$ cat config.mk
export PLATFORM = sky130hd
export DESIGN_NAME = alu_operand_mux_flat
export DESIGN_NICKNAME = d
export VERILOG_FILES = /design/src/rtl/alu_pkg.sv /design/src/rtl/alu_operand_mux_if.sv /design/src/rtl/rr_pick.sv /design/src/rtl/alu_operand_mux.sv /design/src/flat_wrapper.sv
export SDC_FILE = /design/constraint.sdc
export NUM_CORES = 1
export LEC_CHECK = 0
export ABC_CLOCK_PERIOD_IN_PS = 3000
export BUFFER_PORTS_ARGS = -buffer_cell sky130_fd_sc_hd__buf_4
export CORE_UTILIZATION = 48
export CTS_CLUSTER_SIZE = 16
export DETAILED_ROUTE_END_ITERATION = 8
export GPL_ROUTABILITY_DRIVEN = 0
export PLACE_DENSITY = 0.79
export SYNTH_ARGS = -nofsm -noshare
export SYNTH_HDL_FRONTEND = slang
export SYNTH_HIERARCHICAL = 1
export SYNTH_SLANG_ARGS = --single-unit
$ cat constraint.sdc
create_clock -name clk -period 3 [get_ports clk]
set_clock_uncertainty 0.05 [all_clocks]
set_input_delay 0.45 -clock clk [delete_from_list [all_inputs] [get_ports clk]]
set_output_delay 0.45 -clock clk [all_outputs]
set_load 0.02 [all_outputs]
$ cat src/rtl/alu_pkg.sv
// Shared ALU-side definitions: mode encoding and a round-robin first-set search
// sized for up to 16 requesters so future arbiters can reuse it.
package alu_pkg;

  localparam logic MODE_FIXED = 1'b0;
  localparam logic MODE_RR    = 1'b1;

  localparam int MAX_CH = 16;
  localparam int IDX_W  = 4;

  typedef struct packed {
    logic             vld;
    logic [IDX_W-1:0] idx;
  } rr_grant_t;

  // req bits at or above n must be zero; ptr must be below n.
  function automatic rr_grant_t rr_first(
    input logic [MAX_CH-1:0] req,
    input logic [IDX_W-1:0]  ptr,
    input logic [IDX_W:0]    n
  );
    logic [IDX_W:0] pos;
    rr_grant_t      g;
    g = '0;
    // Offsets are walked high-to-low so the requester closest to ptr is written last.
    for (int k = MAX_CH - 1; k >= 0; k--) begin
      pos = {1'b0, ptr} + k[IDX_W:0];
      if (pos >= n) pos = pos - n;
      if ((k[IDX_W:0] < n) && req[pos[IDX_W-1:0]]) begin
        g.vld = 1'b1;
        g.idx = pos[IDX_W-1:0];
      end
    end
    return g;
  endfunction

endpackage

$ cat src/rtl/alu_operand_mux_if.sv
// Operand-selector bus: control, per-channel valid/ready inputs and the registered
// output with its own valid/ready. master drives the channels, slave is the mux.
interface alu_operand_mux_if #(
  parameter int WIDTH = 8,
  parameter int NCH   = 3,
  parameter int SEL_W = 2
);

  logic                 mode;
  logic [SEL_W-1:0]     ctrl;
  logic [NCH*WIDTH-1:0] in_data;
  logic [NCH-1:0]       in_valid;
  logic [NCH-1:0]       in_ready;
  logic [WIDTH-1:0]     out_data;
  logic [SEL_W-1:0]     out_ch;
  logic                 out_valid;
  logic                 out_ready;
  logic                 err_sel;

  modport master (
    output mode, ctrl, in_data, in_valid, out_ready,
    input  in_ready, out_data, out_ch, out_valid, err_sel
  );

  modport slave (
    input  mode, ctrl, in_data, in_valid, out_ready,
    output in_ready, out_data, out_ch, out_valid, err_sel
  );

endinterface

$ cat src/rtl/rr_pick.sv
// Combinational round-robin pick: first asserted request at or after ptr, with wrap.
// Zero latency; no handshake of its own.
module rr_pick #(
  parameter int NCH   = 3,
  parameter int SEL_W = 2
) (
  input  logic [NCH-1:0]   i_req,
  input  logic [SEL_W-1:0] i_ptr,
  output logic [SEL_W-1:0] o_gnt,
  output logic             o_gnt_vld
);
  import alu_pkg::*;

  logic [MAX_CH-1:0] w_req;
  logic [IDX_W-1:0]  w_ptr;
  rr_grant_t         w_res;

  assign w_req     = MAX_CH'(i_req);
  assign w_ptr     = IDX_W'(i_ptr);
  assign w_res     = rr_first(w_req, w_ptr, (IDX_W + 1)'(NCH));
  assign o_gnt     = SEL_W'(w_res.idx);
  assign o_gnt_vld = w_res.vld;

endmodule

$ cat src/rtl/alu_operand_mux.sv
// Registered N-channel operand selector (fixed or round-robin), one cycle latency.
// A held output with out_ready low drops every in_ready; drain and refill overlap.
module alu_operand_mux
  import alu_pkg::*;
#(
  parameter int WIDTH = 8,
  parameter int NCH   = 3,
  parameter int SEL_W = 2
) (
  input logic              clk,
  input logic              rst_n,
  alu_operand_mux_if.slave bus
);

  localparam logic [SEL_W:0]   NCH_L   = (SEL_W + 1)'(NCH);
  localparam logic [SEL_W-1:0] LAST_CH = SEL_W'(NCH - 1);

  logic             r_out_valid;
  logic [WIDTH-1:0] r_out_data;
  logic [SEL_W-1:0] r_out_ch;
  logic             r_err_sel;
  logic [SEL_W-1:0] r_rr_ptr;

  logic             w_can_accept;
  logic             w_ctrl_ok;
  logic             w_fix_req;
  logic             w_rr_vld;
  logic [SEL_W-1:0] w_rr_gnt;
  logic             w_gnt_vld;
  logic [SEL_W-1:0] w_gnt;
  logic [WIDTH-1:0] w_gnt_data;
  logic             w_xfer;
  logic             w_err;

  assign w_can_accept = !r_out_valid || bus.out_ready;
  assign w_ctrl_ok    = {1'b0, bus.ctrl} < NCH_L;

  rr_pick #(
    .NCH   (NCH),
    .SEL_W (SEL_W)
  ) u_rr_pick (
    .i_req     (bus.in_valid),
    .i_ptr     (r_rr_ptr),
    .o_gnt     (w_rr_gnt),
    .o_gnt_vld (w_rr_vld)
  );

  // Decoded by comparison rather than indexing so an out-of-range ctrl reads as no request.
  always_comb begin
    w_fix_req = 1'b0;
    for (int i = 0; i < NCH; i++) begin
      if (bus.ctrl == SEL_W'(i)) w_fix_req = bus.in_valid[i];
    end
  end

  always_comb begin
    w_gnt     = '0;
    w_gnt_vld = 1'b0;
    if (bus.mode == MODE_RR) begin
      w_gnt     = w_rr_gnt;
      w_gnt_vld = w_rr_vld;
    end else if (w_ctrl_ok) begin
      w_gnt     = bus.ctrl;
      w_gnt_vld = w_fix_req;
    end
  end

  always_comb begin
    bus.in_ready = '0;
    w_gnt_data   = '0;
    for (int i = 0; i < NCH; i++) begin
      if (w_gnt == SEL_W'(i)) begin
        w_gnt_data      = bus.in_data[i*WIDTH +: WIDTH];
        bus.in_ready[i] = w_can_accept && w_gnt_vld;
      end
    end
  end

  assign w_xfer = w_can_accept && w_gnt_vld;
  assign w_err  = (bus.mode == MODE_FIXED) && !w_ctrl_ok && w_can_accept;

  always_ff @(posedge clk or negedge rst_n) begin
    if (!rst_n) begin
      r_out_valid <= 1'b0;
      r_out_data  <= '0;
      r_out_ch    <= '0;
      r_err_sel   <= 1'b0;
      r_rr_ptr    <= '0;
    end else begin
      r_err_sel <= w_err;
      if (w_xfer) begin
        r_out_valid <= 1'b1;
        r_out_data  <= w_gnt_data;
        r_out_ch    <= w_gnt;
      end else if (bus.out_ready) begin
        r_out_valid <= 1'b0;
      end
      if (w_xfer && (bus.mode == MODE_RR)) begin
        r_rr_ptr <= (w_gnt == LAST_CH) ? '0 : w_gnt + SEL_W'(1);
      end
    end
  end

  assign bus.out_valid = r_out_valid;
  assign bus.out_data  = r_out_data;
  assign bus.out_ch    = r_out_ch;
  assign bus.err_sel   = r_err_sel;

endmodule

$ cat src/flat_wrapper.sv
// flat-port wrapper written by rule: the top's interface ports become plain ports
module alu_operand_mux_flat import alu_pkg::*;
#(
  parameter int WIDTH = 8,
  parameter int NCH   = 3,
  parameter int SEL_W = 2
)
  (clk, rst_n, bus_mode, bus_ctrl, bus_in_data, bus_in_valid, bus_out_ready, bus_in_ready, bus_out_data, bus_out_ch, bus_out_valid, bus_err_sel);
  alu_operand_mux_if #(.WIDTH(WIDTH), .NCH(NCH), .SEL_W(SEL_W)) bus_i ();
  input logic clk;
  input logic rst_n;
  input wire logic [$bits(bus_i.mode)-1:0] bus_mode;
  input wire logic [$bits(bus_i.ctrl)-1:0] bus_ctrl;
  input wire logic [$bits(bus_i.in_data)-1:0] bus_in_data;
  input wire logic [$bits(bus_i.in_valid)-1:0] bus_in_valid;
  input wire logic [$bits(bus_i.out_ready)-1:0] bus_out_ready;
  output wire logic [$bits(bus_i.in_ready)-1:0] bus_in_ready;
  output wire logic [$bits(bus_i.out_data)-1:0] bus_out_data;
  output wire logic [$bits(bus_i.out_ch)-1:0] bus_out_ch;
  output wire logic [$bits(bus_i.out_valid)-1:0] bus_out_valid;
  output wire logic [$bits(bus_i.err_sel)-1:0] bus_err_sel;
  assign bus_i.mode = bus_mode;
  assign bus_i.ctrl = bus_ctrl;
  assign bus_i.in_data = bus_in_data;
  assign bus_i.in_valid = bus_in_valid;
  assign bus_i.out_ready = bus_out_ready;
  assign bus_in_ready = bus_i.in_ready;
  assign bus_out_data = bus_i.out_data;
  assign bus_out_ch = bus_i.out_ch;
  assign bus_out_valid = bus_i.out_valid;
  assign bus_err_sel = bus_i.err_sel;
  alu_operand_mux #(.WIDTH(WIDTH), .NCH(NCH), .SEL_W(SEL_W)) u_core (.clk(clk), .rst_n(rst_n), .bus(bus_i));
endmodule
==> impl_metrics.toml, run 1 <==
[sta]
fin_crit_ns = 3.184
tightestPinTransition_ns = 0.4233
finalSetupViolations = 3
rsz0062_at_grt = "yes"
finalWorstSetupSlack_ns = -0.1837
final-hold-violation-count = 0
fin_crit_sh_pct = 106.1
finalHoldWorstSlack_ns = 0.4349
max_freq_mhz = 314.1
slew_headroom_pct = 71.72
slew_viol_final = 0

[cells_and_area]
final_core_util_pct = 81.80
final_common_cell = "buf_4"
insertedDiodeCount = 0
drive_gt1_share_pct = 58.16
fin_area_um2 = 1862
fin_nets = 237
area_growth_pct = 55.81
final_cell_mix = "buf_4, dfrtp_1, inv_1"

[grt]
grt_overflow = 0
grt_max_degree = 19
grt_pass1_wl_um = 5816
antenna_found_initial = 0
grt_pass1_vias = 1291
track_usage_pct = 29.27

[detailed_routing]
dr_total_vias = 1378
drt-initial-drc-count = 56
vias_per_cell = 6.152
drc = 0
first_pass_iters = 4
wl_per_cell_um = 18.08
drt.antenna.violating_nets = 0
wl_um = 4051

[synth]
yosysSeqAreaShare_pct = 29.32
synth_nets = 171
synth_top_family_by_area = "compound AO/OA/AOI/OAI gates"
synth.distinct_cells = 40
synthAdderAreaFrac_pct = 7.330
synth_simple_gate_area_share_pct = 16.65
synth_compound_area_share_pct = 33.93
syn_avg_cell_area_um2 = 9.121
synth_mux_area_share_pct = 3.560
synthesis.area_um2 = 1195
synth-xor-area-share_pct = 0
ys_ff_latch = 14
yosys_warnings = 6
syn-instance-count = 131

[floorplanning]
core-area_um2 = 2276
io_pins = 48
dieArea_um2 = 2693
die_x_um = 51.90
std_cell_rows = 17
fp.dieH_um = 51.90
start_util_pct = 52.50

[power_and_ir_drop]
cellLeakagePower_nw = 0.8628
powerDensity_nw_per_um2 = 885.6
p_total_mw = 1.649
ir_drop_mv = 0.5801

[worst_setup_path]
crit_arrival_ns = 2.68
startpoint_type = "register"
path_max_fanout = 5
criticalPathCategory = "reg2out"
worstSetupEndpointType = "output pin"
worstPathRequired_ns = 2.50

[outcome]
violations = "negative setup slack"
status = "complete, but fails checks"

[place]
dp_hpwl_um = 2394
dp_slack_ns = -0.07381
postPlaceCellArea_um2 = 1574
io_buffer_count = 47

[clock_tree]
numCtsBuffers = 3
cts_tree = "done"
clock-sinks = 14
clkTransAtPathRegs_ns = 0.09
h-tree-depth = 1
cts.path.max_buffers = 2
clk_latency_ns = 0.29
cts-root-buf = "clkbuf_4"

[worst_hold_path]
hold_class = "in2reg"

[job]
cap_violations = 0
[final cells by class]
cell class                      instances  area [µm²]
Clock buffer                            4       36.28
Fill cell                             142       414.1
Inverter                               13       48.80
Multi-Input combinational cell         97       862.1
Sequential cell                        14       351.6
Tap cell                               28       35.03
Timing Repair Buffer                   68       528.0
[repair_timing]
action,in CTS,in global routing
cloned,0,0
endpoints found under the hold margin,14,0
setup buffers,8,5
resized for setup,18,17
setup endpoints to repair,3,3
hold buffers,1,0
pin swaps,9,8
[critical path, cell delays in order, from the launching register on]
cell and delay, ns:
dfrtp_1 0.43, inv_2 0.13, ha_4 0.16, inv_2 0.04, ha_4 0.15, a21oi_4 0.18, nand4_1 0.12, o211a_1 0.16
o211ai_1 0.13, nand2_1 0.12, o31a_2 0.15, a21o_4 0.26, nor3_4 0.20, buf_6 0.14
[path summary, 6_finish.rpt]
check | from | to | slack, ns | cells past startpoint
setup / recovery | u_core/r_rr_ptr[0] | bus_in_ready[1] | -0.18 | 13
hold / removal | bus_out_ready | u_core/bus.out_valid | 0.43 | 3
setup reg to reg | u_core/r_rr_ptr[0] | u_core/bus.out_data[5] | 0.12 | 13
hold reg to reg | u_core/bus.out_ch[0] | u_core/bus.out_ch[0] | 0.47 | 1
max in group asynchronous | rst_n | u_core/r_rr_ptr[1] | 2.22 | 2
min in group asynchronous | rst_n | u_core/r_rr_ptr[0] | 0.48 | 2
[cell families (layout without fill, tap and decap cells)]
kind of cell / count (synthesis) / after routing
simple gates: 33 / 33
compound gates: 53 / 53
fa+ha+maj: 7 / 7
buf+inv: 20 / 85
flops: 14 / 14
mux: 4 / 4
[flip-flops by register name, indices dropped and copies added, names as in the netlist]
register / flops
u_core/bus.out_data: 8
u_core/bus.out_ch: 2
u_core/r_rr_ptr: 2
u_core/bus.err_sel: 1
u_core/bus.out_valid: 1
[cells in the mapped netlist]
library cell  instances  area share [%]
a21boi_0              1            0.63
a21boi_2              8             7.5
a21o_1                1            0.63
a21o_2                1            0.73
a21oi_1               4             1.7
a31o_1                1            0.73
a31oi_1               8             4.2
a32o_1                1            0.84
a32oi_1               8             5.9
and2_4                1            0.73
and3_1                1            0.52
and3_2                7             4.4
and4b_2               1            0.94
buf_12                1             1.7
buf_2                 3             1.3
buf_6                 2             1.9
clkbuf_1              1            0.31
dfrtp_1              14              29
ha_1                  7             7.3
inv_1                13             4.1
mux2_2                2             1.9
mux2i_1               2             1.7
nand2_1               7             2.2
nand2b_1              3             1.6
nand3_1               2            0.84
nand4_1               1            0.52
nor2_1                2            0.63
nor2b_1               2             1.0
nor3_1                3             1.3
nor3b_1               2             1.3
o2111ai_1             1            0.73
o211a_1               1            0.84
o211ai_1              1            0.63
o21ai_0               5             2.1
o21ai_1               8             3.4
o22ai_1               1            0.52
o31a_2                1            0.84
o41ai_1               1            0.73
o41ai_2               1             1.4
or3b_1                1            0.73
[metrics by stage]
stage,setup TNS (ns),std cells
final,-0.4122,224
after global routing,-0.6297,224
after CTS,0,219
after detailed placement,-0.1173,206
after global placement,0,206
after floorplan,-0.3522,131
[where the power goes]
group	internal (mW)	leakage [nW]	switching (mW)	total, mW
Sequential	0.273	0.164	0.0667	0.339
Combinational	0.539	0.678	0.627	1.17
Clock	0.0741	0.0210	0.0690	0.143
[per-layer routing]
layer  vias to the layer above  share of wire, %  global-route usage [%]
met4                         0               1.8                   11.71
met5                         -                 0                       0
met1                       665                39                   35.51
met2                        81                52                   51.50
li1                        624                 -                       -
met3                         8               7.3                   3.801
Note: power is estimated with default switching activity, not from simulation.
==> run 2, diff against run 1 <==
Settings changed: ABC_AREA from default to 1, PLACE_DENSITY 0.79 to 0.86, RECOVER_POWER from default to 50.
==> impl_metrics.toml, run 2 <==
[sta]
slew_viol_final = 0
finalHoldWorstSlack_ns = 0.4358
fin_crit_sh_pct = 94.25
slew_headroom_pct = 50.68
max_freq_mhz = 353.7
tns_ns = 0
tightestPinTransition_ns = 0.7399
fin_crit_ns = 2.827
finalSetupViolations = 0
final-hold-violation-count = 0

[floorplanning]
fp.dieH_um = 51.19
die_x_um = 51.19
io_pins = 48
start_util_pct = 51.50
dieArea_um2 = 2620
std_cell_rows = 17
core-area_um2 = 2255

[synth]
ys_ff_latch = 14
synth-edff-count = 0
synth_mux_area_share_pct = 0
synth_compound_area_share_pct = 2.802
synthesis.area_um2 = 1161
synth.distinct_cells = 23
syn-instance-count = 176
synth.top_cells.by_count = "nand2_1, nand3_1, inv_1, dfrtp_1"
ys.flop_type = "dfrtp_1"
yosys_warnings = 6
yosysTopAreaCell = "dfrtp_1"
synthArstFlopShare_pct = 100.0
yosysMostFrequentCell = "nand2_1"
synth_simple_gate_area_share_pct = 49.25
yosysSeqAreaShare_pct = 30.17
syn_avg_cell_area_um2 = 6.597
synth.area.top_cells = "dfrtp_1, nand3_1, nand2_1"
synthAdderAreaFrac_pct = 7.543
synth_nets = 216
synth_top_family_by_area = "simple AND/OR/NAND/NOR gates"
yosys.area.top_type_share_pct = 30.17
synth-xor-area-share_pct = 0

[place]
io_buffer_count = 47
dp_hpwl_um = 2198
post-place-cells = 249

[grt]
track_usage_pct = 24.47
grt_pass1_wl_um = 4843
grt_pass1_vias = 1137
busiest_layer = "met2"
grt_util_met1_pct = 34.01
antenna_found_initial = 0
use_met3_pct = 1.190
grt_max_degree = 18
grt_util_met2_pct = 38.38
grt_overflow = 0

[worst_setup_path]
cp_slowest_cell = "dfrtp_1"
worstPathRequired_ns = 2.50
path_max_fanout = 7
cp-startpoint = "u_core/r_rr_ptr[0]"
critPathBufInv = 5
criticalPathCategory = "reg2out"
worstSetupEndpointType = "output pin"
r2r-end = "u_core/bus.out_data[2]"
critical-path-top-delay-family = "simple AND/OR/NAND/NOR gates"
crit_arrival_ns = 2.33
startpoint_type = "register"
crit-reg2reg-launch = "u_core/r_rr_ptr[0]"
crit_chain = "inv_2 -> ha_4 -> inv_1 -> ha_1 -> nand2_2 -> nand3_2 -> inv_2 -> nand2_2 -> nand2_1 -> nand3_1 -> nand2_1 -> inv_1 -> nand2_1 -> nand3_4 -> nand2_1 -> nor2_1 -> buf_4"
crit_path_max_incr_delay_ns = 0.44
r2r_setup_slack_ns = 0.65
ff2ff_path_depth = 19
cpMostUsedCell = "nand2_1"

[worst_hold_path]
hold_end = "u_core/bus.out_data[3]"
hold_path_depth = 5
hold_start = "bus_in_data[3]"
hold_class = "in2reg"

[cells_and_area]
final_core_util_pct = 73.42
n_fill_cell = 183
largest_reg_flops = 8
insertedDiodeCount = 0
final_common_cell = "nand2_1"
final_cells = 260
area_growth_pct = 42.56
drive_gt1_share_pct = 34.91
fin_nets = 273
final_cell_mix = "nand2_1, buf_4, nand3_1"

[clock_tree]
h-tree-depth = 1
clock-sinks = 14
clk_latency_ns = 0.28
cts_tree = "done"
clkTransAtPathRegs_ns = 0.09
numCtsBuffers = 3
cts.path.max_buffers = 2
cts-root-buf = "clkbuf_4"

[detailed_routing]
drc = 0
wl_um = 3037
drt.antenna.violating_nets = 0
drt-initial-drc-count = 24
first_pass_iters = 4
dr_total_vias = 1307
vias_per_cell = 5.027
wl_per_cell_um = 11.68

[job]
cap_violations = 0

[power_and_ir_drop]
cellLeakagePower_nw = 0.9110
ir_drop_mv = 0.5847
powerDensity_nw_per_um2 = 894.2

[outcome]
status = "finished, final reports clean"
-- run 2: cell count changes after synthesis, sizes merged, moves of 3 or more --
cell,before,now
a21boi,9,0
a21oi,4,0
a31oi,8,0
a32oi,8,0
and3,8,0
inv,13,23
nand2,7,64
nand2b,3,0
nand3,2,46
nor2,2,6
o21ai,13,5
-- run 2: cells by family after synthesis --
family / Yosys count
and+or+nand+nor: 121
DFF: 14
AOI/OAI and AO/OA: 6
adders and majority gates: 7
buffers and inverters: 28
-- run 2: metrics by stage --
step	cell area, µm²	setup WS [ns]	power (mW)
after floorplan	1161	0.4506	0.9900
after global placement	1535	0.3154	1.231
after detailed placement	1535	0.2861	1.250
after CTS	1584	0.01836	1.401
after global routing	1655	-0.03196	1.623
final	1655	0.1725	1.480
-- run 2: what timing repair did --
| action | 4_1_cts | 5_1_grt |
|---|---|---|
| buffers inserted | 0 | 6 |
| hold buffers | 1 | 0 |
| endpoints found under the hold margin | 14 | 0 |
| pin swaps | 0 | 5 |
| cloned | 0 | 0 |
| gates resized for setup | 1 | 11 |
| endpoints found under the setup margin | 1 | 3 |
-- run 2: layer usage --
layer	part of all wire, %	vias up
li1	-	674
met1	47	583
met2	47	46
met3	4.8	4
met4	1.3	0
met5	0	-
-- run 2: tightest hold or removal path, stage by stage --
cell	delay (ns)
buf_4	0.08
nand3_1	0.06
nand3_1	0.06
nand2_1	0.04
nand2_1	0.05
-- run 2: how the worst max path moves through the flow --
stage | to | slack [ns] | cells past startpoint
after floorplan | bus_in_ready[0] | 0.45 | 16
after global placement | bus_in_ready[1] | 0.32 | 16
after detailed placement | bus_in_ready[1] | 0.29 | 16
after CTS | bus_in_ready[2] | 0.02 | 16
after global routing | bus_in_ready[0] | -0.03 | 17
final | bus_in_ready[0] | 0.17 | 17
-- run 2: power breakdown --
part           internal, mW  switching, mW
logic                 0.398          0.626
registers             0.265         0.0517
clock network        0.0740         0.0655
-- run 2: layout make-up --
cell class | instances | area (µm²) | area share (%)
sequential | 14 | 351.6 | 21.24
tap | 28 | 35.03 | 2.116
inverter | 24 | 90.09 | 5.442
multi-input combinational | 134 | 742.0 | 44.82
timing repair buffer | 56 | 400.4 | 24.19
clock buffer | 4 | 36.28 | 2.192
==> run 3, diff against run 2 <==
Settings changed: CORE_UTILIZATION 48 to 49, CTS_BUF_LIST from default to sky130_fd_sc_hd__clkbuf_4, PLACE_DENSITY 0.86 to 0.87, RECOVER_POWER 50 to 25.
==> impl_metrics.toml, run 3 (same netlist as run 2, synthesis figures left out) <==
[outcome]
status = "finished, final reports clean"

[detailed_routing]
first_pass_iters = 6
vias_per_cell = 5.157
drt.antenna.violating_nets = 0
dr_total_vias = 1310
drc = 0
wl_per_cell_um = 11.39
wl_um = 2893
drt-initial-drc-count = 48

[sta]
fin_crit_sh_pct = 95.29
max_freq_mhz = 349.8
slew_viol_final = 0
finalSetupViolations = 0
slew_headroom_pct = 49.70
finalHoldWorstSlack_ns = 0.4344
finalWorstSetupSlack_ns = 0.1412
final-hold-violation-count = 0
tightestPinTransition_ns = 0.7546
tns_ns = 0
fin_crit_ns = 2.859

[clock_tree]
numCtsBuffers = 3
cts-root-buf = "clkbuf_4"
cts_tree = "done"
clk_latency_ns = 0.26
h-tree-depth = 1
clock-sinks = 14
cts.path.max_buffers = 2
clkTransAtPathRegs_ns = 0.08

[worst_setup_path]
startpoint_type = "register"
ff2ff_path_depth = 19
r2r-end = "u_core/bus.out_data[3]"
worstSetupEndpointType = "output pin"
criticalPathCategory = "reg2out"
worstPathRequired_ns = 2.50
crit-reg2reg-launch = "u_core/r_rr_ptr[0]"
r2r_setup_slack_ns = 0.63
path_max_fanout = 10
crit_arrival_ns = 2.36

[cells_and_area]
final_core_util_pct = 72.10
fin_nets = 268
drive_gt1_share_pct = 34.51
largest_reg_flops = 8
final_common_cell = "nand2_1"
final_cell_mix = "nand2_1, buf_4, nand3_1"
area_growth_pct = 38.68
insertedDiodeCount = 0
n_fill_cell = 201

[floorplanning]
io_pins = 48
fp.dieH_um = 50.68
dieArea_um2 = 2568
start_util_pct = 51.99
die_x_um = 50.68
std_cell_rows = 17
core-area_um2 = 2233

[place]
io_buffer_count = 47
dp_slack_ns = 0.3194
dp_hpwl_um = 2089

[grt]
grt_pass1_wl_um = 4395
track_usage_pct = 22.50
antenna_found_initial = 0
grt_max_degree = 18
grt_overflow = 0
grt_pass1_vias = 1096

[power_and_ir_drop]
powerDensity_nw_per_um2 = 888.5
ir_drop_mv = 0.5304
p_total_mw = 1.431
cellLeakagePower_nw = 0.9003

[worst_hold_path]
hold_path_depth = 2
hold_class = "reg2reg"
hold_start = "u_core/bus.out_data[2]"
hold_end = "u_core/bus.out_data[2]"

[job]
cap_violations = 0
## run 3: changes by cell type in the layout (fill, tap and decap cells not counted)
cell      change
clkinv_1      +1
ha_2          -1
ha_1          +2
inv_2         -1
clkbuf_1      -5
clkbuf_8      -1
nand2_2       +1
ha_4          -1
nand2_1       -1
## run 3: worst max-delay path by stage
| stage | start | to | slack [ns] | cells after the start |
|---|---|---|---|---|
| 5_1_grt | u_core/r_rr_ptr[0] | bus_in_ready[2] | -0.02 | 16 |
| 4_1_cts | u_core/r_rr_ptr[0] | bus_in_ready[1] | 0.007 | 16 |
| 3_3_place_gp | u_core/r_rr_ptr[0] | bus_in_ready[1] | 0.38 | 16 |
| 3_5_place_dp | u_core/r_rr_ptr[0] | bus_in_ready[1] | 0.32 | 16 |
| 6_report | u_core/r_rr_ptr[0] | bus_in_ready[2] | 0.14 | 14 |
| 2_1_floorplan | u_core/r_rr_ptr[0] | bus_in_ready[0] | 0.45 | 16 |
## run 3: layout make-up
class / instances / area (µm²) / area share, %
Multi-Input combinational cell: 134 / 729.5 / 45.30
Tap cell: 28 / 35.03 / 2.176
Sequential cell: 14 / 351.6 / 21.83
Timing Repair Buffer: 51 / 381.6 / 23.70
Inverter: 24 / 90.09 / 5.594
Clock buffer: 3 / 22.52 / 1.399
## run 3: power by group
part	switching (mW)	leakage, nW	internal, mW
clock network	0.0562	0.0138	0.0464
registers	0.0487	0.177	0.265
logic	0.627	0.709	0.388
## run 3: stage by stage
step	cells	area (µm²)
6_report	254	1610
3_5_place_dp	249	1535
2_1_floorplan	176	1161
4_1_cts	253	1568
3_3_place_gp	249	1535
5_1_grt	254	1610
## run 3: critical path, cell delays in order (launching register included)
cell     delay, ns
dfrtp_1       0.42
inv_2         0.11
ha_2          0.21
inv_1         0.05
ha_1          0.18
nand2_2       0.07
nand3_2       0.08
nor2_1        0.15
nand2_1       0.09
nand3_1       0.09
nand2_1       0.07
nand2_1       0.11
nand2_4       0.11
nor3_2        0.20
buf_4         0.17
## run 3: timing repair
| action | CTS | global route |
|---|---|---|
| hold buffers | 1 | 0 |
| setup buffers | 0 | 1 |
| endpoints found under the hold margin | 14 | 0 |
| setup endpoints to repair | 0 | 3 |
| gates resized for setup | 0 | 9 |
## run 3: routing by layer
metal	share of wire, %	wire length (µm)	up-vias	global-route usage (%)
li1	-	-	661	-
met1	44	1281	588	29.91
met2	49	1416	55	36.67
met3	5.5	160	6	3.636
met4	1.2	34	0	7.870
met5	0	0	-	0
